--- src/rtl/uart_hex_sender.sv ---
// uart_hex_sender: reports one byte to a terminal as two ASCII hex digits, optionally followed by CR LF.
// Latency: tx drops to the start bit one cycle after an accepted send; the message lasts NCHAR*(9+STOP_BITS)*CLKS_PER_BIT cycles.
// Backpressure: none; send is sampled only while idle, and a send during a message is dropped, not queued.
//
// Ports:
//   clk_100MHz  system clock, rising edge
//   reset       asynchronous, active-high
//   send        request pulse, sampled only in IDLE
//   data        byte to report, latched when send is accepted
//   tx          serial line, idle high, registered
//   busy        high while a message is in progress
//   done        one-cycle pulse in the first idle cycle after the last stop bit
module uart_hex_sender #(
  parameter int CLKS_PER_BIT = 10416,
  parameter int STOP_BITS    = 1,
  parameter bit APPEND_CRLF  = 1'b1
) (
  input  logic       clk_100MHz,
  input  logic       reset,
  input  logic       send,
  input  logic [7:0] data,
  output logic       tx,
  output logic       busy,
  output logic       done
);

  // One counter serves both the single bit period and the longer stop period,
  // so it is sized for the stop period (which is at least one bit period).
  localparam int STOP_CLKS = STOP_BITS * CLKS_PER_BIT;
  localparam int CNT_W     = (STOP_CLKS > 2) ? $clog2(STOP_CLKS) : 1;

  localparam logic [CNT_W-1:0] BIT_LAST  = CNT_W'(CLKS_PER_BIT - 1);
  localparam logic [CNT_W-1:0] STOP_LAST = CNT_W'(STOP_CLKS - 1);
  localparam logic [1:0]       LAST_CHAR = APPEND_CRLF ? 2'd3 : 2'd1;

  typedef enum logic [1:0] {
    IDLE  = 2'd0,
    START = 2'd1,
    DATA  = 2'd2,
    STOP  = 2'd3
  } state_t;

  state_t           state;
  logic [CNT_W-1:0] clk_cnt;
  logic [2:0]       bit_idx;
  logic [1:0]       char_idx;
  logic [7:0]       data_q;
  logic [7:0]       shift_q;

  // Uppercase hex digit: '0'..'9' then 'A'..'F' ('A' - 10 = 0x37).
  function automatic logic [7:0] hex_char(input logic [3:0] n);
    if (n <= 4'd9) begin
      hex_char = 8'h30 + {4'h0, n};
    end else begin
      hex_char = 8'h37 + {4'h0, n};
    end
  endfunction

  // Character at position idx of the message for byte b.
  function automatic logic [7:0] char_at(input logic [1:0] idx, input logic [7:0] b);
    case (idx)
      2'd0:    char_at = hex_char(b[7:4]);
      2'd1:    char_at = hex_char(b[3:0]);
      2'd2:    char_at = 8'h0D;
      default: char_at = 8'h0A;
    endcase
  endfunction

  always_ff @(posedge clk_100MHz or posedge reset) begin
    if (reset) begin
      state    <= IDLE;
      clk_cnt  <= '0;
      bit_idx  <= '0;
      char_idx <= '0;
      data_q   <= '0;
      shift_q  <= '0;
      tx       <= 1'b1;
      busy     <= 1'b0;
      done     <= 1'b0;
    end else begin
      done <= 1'b0;
      case (state)
        IDLE: begin
          tx <= 1'b1;
          if (send) begin
            data_q   <= data;
            // First character is built from the live input so it is ready
            // in the same edge that starts the start bit.
            shift_q  <= hex_char(data[7:4]);
            char_idx <= 2'd0;
            clk_cnt  <= '0;
            tx       <= 1'b0;
            busy     <= 1'b1;
            state    <= START;
          end
        end

        START: begin
          if (clk_cnt == BIT_LAST) begin
            clk_cnt <= '0;
            bit_idx <= 3'd0;
            tx      <= shift_q[0];
            state   <= DATA;
          end else begin
            clk_cnt <= clk_cnt + CNT_W'(1);
          end
        end

        DATA: begin
          if (clk_cnt == BIT_LAST) begin
            clk_cnt <= '0;
            if (bit_idx == 3'd7) begin
              tx    <= 1'b1;
              state <= STOP;
            end else begin
              // tx always shows shift_q[0]; load the next bit before shifting.
              bit_idx <= bit_idx + 3'd1;
              tx      <= shift_q[1];
              shift_q <= {1'b0, shift_q[7:1]};
            end
          end else begin
            clk_cnt <= clk_cnt + CNT_W'(1);
          end
        end

        STOP: begin
          if (clk_cnt == STOP_LAST) begin
            clk_cnt <= '0;
            if (char_idx == LAST_CHAR) begin
              busy  <= 1'b0;
              done  <= 1'b1;
              state <= IDLE;
            end else begin
              // Next start bit follows the stop bit with no idle gap.
              char_idx <= char_idx + 2'd1;
              shift_q  <= char_at(char_idx + 2'd1, data_q);
              tx       <= 1'b0;
              state    <= START;
            end
          end else begin
            clk_cnt <= clk_cnt + CNT_W'(1);
          end
        end

        default: begin
          tx    <= 1'b1;
          busy  <= 1'b0;
          state <= IDLE;
        end
      endcase
    end
  end

endmodule
--- config.mk ---
export PLATFORM = sky130hd
export DESIGN_NAME = uart_hex_sender
export DESIGN_NICKNAME = d
export VERILOG_FILES = /design/src/rtl/uart_hex_sender.sv
export SDC_FILE = /design/constraint.sdc
export NUM_CORES = 1
export LEC_CHECK = 0
export ABC_AREA = 1
export CORE_AREA = 8 8 78 80
export DETAILED_ROUTE_END_ITERATION = 8
export DIE_AREA = 0 0 86 88
export HOLD_SLACK_MARGIN = 0.02
export PLACE_DENSITY_LB_ADDON = 0.08
export SYNTH_ARGS = -nofsm -noshare
export SYNTH_HDL_FRONTEND = slang
export SYNTH_SLANG_ARGS = --single-unit
--- constraint.sdc ---
create_clock -name clk_100MHz -period 1.7 [get_ports clk_100MHz]
set_clock_uncertainty 0.05 [all_clocks]
set_input_delay 0.34 -clock clk_100MHz [delete_from_list [all_inputs] [get_ports clk_100MHz]]
set_output_delay 0.34 -clock clk_100MHz [all_outputs]
set_load 0.03 [all_outputs]
==> metrics.txt <==
status complete, no violations; core area between 4000 and 5000 sq um; Async SR Flop Fraction 1.00; Leakage Power between 0.0015 and 0.002 uW; MaxCap Viol Count 0; commonest cells after routing, fill and taps aside 91 x nand2_1, 41 x buf_4, 38 x dfrtp_1; Fillers about 470; Reg clk slew, reported paths approximately 80 ps; Post-DP Area 2970 sq um; initial core utilization 0.513; largest fanout on the critical path 5; CTS tree yes; Synth area leaders dfrtp_1 38%, nand2_1 14%, ha_1 8.9%; synth unique cells 34; largest net degree at the start of global routing 40; final non-filler cell total between 400 and 500; vias in the first global route about 2200; post-synthesis sequential area ratio 0.388; post-route cell area approximately 3200 sq um; final wirelength about 5.6 mm; die area between 7000 and 8000 sq um; most common cell after layout, fill and taps aside nand2_1; Final Critical Period between 1500 and 2000 ps; Port Buffers 13; CP startpoint kind register; # diodes 0; final antenna-violating net count 0; Ports 14; number of remaining DRC errors 0; Setup crit end kind register; Synth Flop Type dfrtp_1; router iterations before antenna repair 5; cts bufs inserted 5; CTS Root Cell clkbuf_8; Yosys top cell by area dfrtp_1; first-pass GRT wire length approximately 9.6 mm; Reg2Reg Depth 9; CTS Hold Bufs 0; Post-Synthesis Net Count 368; Adder-Cell Fraction of Synth Area 0.0894; fraction of layout cells with a size suffix above 1 0.224; Synth Register Bits 39; initial drt markers between 70 and 80; DR WL/cell around 12 microns; Final GP Congestion roughly 0.86; hold crit path type in2async; post-synth top area share 0.378; Finish-stage setup viols 0; clock net sink count 39; largest family of logic cells by synthesized area simple AND/OR/NAND/NOR gates; Die W ~86 microns; dpl hpwl between 4 and 5 mm; H-tree Lvls 2; fraction of the mapped netlist area in compound gates 0.105; worst skew pair latency 290 ps; fin util 0.655; Crit Path Class reg2reg; fmax about 620 MHz; worst rel slew slack 0.797; warning count from the yosys run 0; Post-Place Cells between 400 and 500; Worst EP arrival around 1800 ps; Pwr Density roughly 1600 nW/um^2; DR vias ~2300; Post-Synthesis Cells between 300 and 400; EDFF count, synth 0; post-synthesis simple-gate area fraction 0.323; Max VDD drop about 1.0 mV; synthesized area 2520 sq um; initial antenna violation count 0; Critical Path RT 1880 ps; pin slew with the least headroom to its limit 306 ps; Via density approximately 5; FP Rows 26; Avg Cell Area, Syn between 7 and 8 sq um; clock tree buffer depth 2; grt ovf 0; Final Hold Vio Count 0; fin. max-slew vios 0; Synth-to-Final Area Change 27.8%; layout net count 425; mux contribution to synthesized area 0; XOR/XNOR Fraction of Synth Area 0.0139; Final period util 0.949; global-route total usage across every layer 0.157; DIE HEIGHT a little under 90 microns
## flip-flops by register name, summed over array words and instances, names as in the netlist
name / flops
clk_cnt: 14
state: 2
shift_q: 7
busy: 1
tx: 1
bit_idx: 3
data_q: 8
done: 1
char_idx: 2
## report_power, final
part	internal, uW	switching, uW
Sequential	1230	212
Clock	475	324
Combinational	1230	1690
## cell usage after synthesis, drive strengths merged (2+ instances only)
cell type / n
nand3b: 3
nor2: 39
nand3: 39
inv: 43
xor2: 4
dfrtp: 38
buf: 4
nand4: 2
nand2: 96
a21oi: 12
nor3: 4
o21bai: 3
o21ai: 27
ha: 18
## final cells by class
class / instances / area (sq um) / share of cell area
repair buffers: 55 / 457 / 0.142
multi-input cells: 252 / 1410 / 0.439
flip-flops and latches: 39 / 977 / 0.304
clock inverters: 2 / 35.0 / 0.0109
clock buffers: 6 / 82.6 / 0.0257
inverters: 43 / 166 / 0.0517
well taps: 70 / 87.6 / 0.0272
## worst max-delay path, cell delays in order, from the launching register on
cell	delay [ps]
dfrtp_1	400
buf_4	150
ha_2	220
nor2_4	90
inv_1	80
nor2_1	170
nand3b_1	120
nand3_1	90
nor2_1	50
a21oi_2	120
## worst paths after layout
| kind | startpoint | end | slack [ps] |
|---|---|---|---|
| max in group asynchronous | reset | tx | 990 |
| max | state[0] | shift_q[1] | 90 |
| min in group clk_100MHz | tx | tx | 420 |
| min | reset | data_q[2] | 350 |
| min reg2reg | tx | tx | 420 |
| max reg2reg | state[0] | shift_q[1] | 90 |
## what timing repair did
item | CTS | global route
setup buffers | 0 | 7
pin swaps | 0 | 6
resized for setup | 3 | 28
setup endpoints to repair | 3 | 27
## stage by stage
stage | worst slack (ps) | power, uW | TNS (ps) | hold WS, ps
floorplan | 90.2 | 3270 | 0 | 396
global placement | -226 | 4120 | -1550 | 411
detailed placement | -271 | 4160 | -1960 | 411
CTS | 1.36 | 4960 | 0 | 356
global route | -6.15 | 5630 | -7.34 | 390
finish | 86.7 | 5160 | 0 | 349
## logic make-up (layout without fill, tap and decap cells)
logic type | count (synthesis) | in the layout
buf+inv | 48 | 106
xor+xnor | 4 | 4
fa+ha+maj | 18 | 18
simple gates | 184 | 184
flops | 39 | 39
compound gates | 46 | 46
## layer usage
metal,share of wire,wire length [microns],vias to the layer above,track usage
met2,0.49,2760,28,0.279
met4,0.011,63,0,0.0430
met3,0.023,127,7,0.0319
met1,0.47,2640,1042,0.188
li1,-,-,1201,-
met5,0,0,-,0
Power figures use the tool's default switching activity.
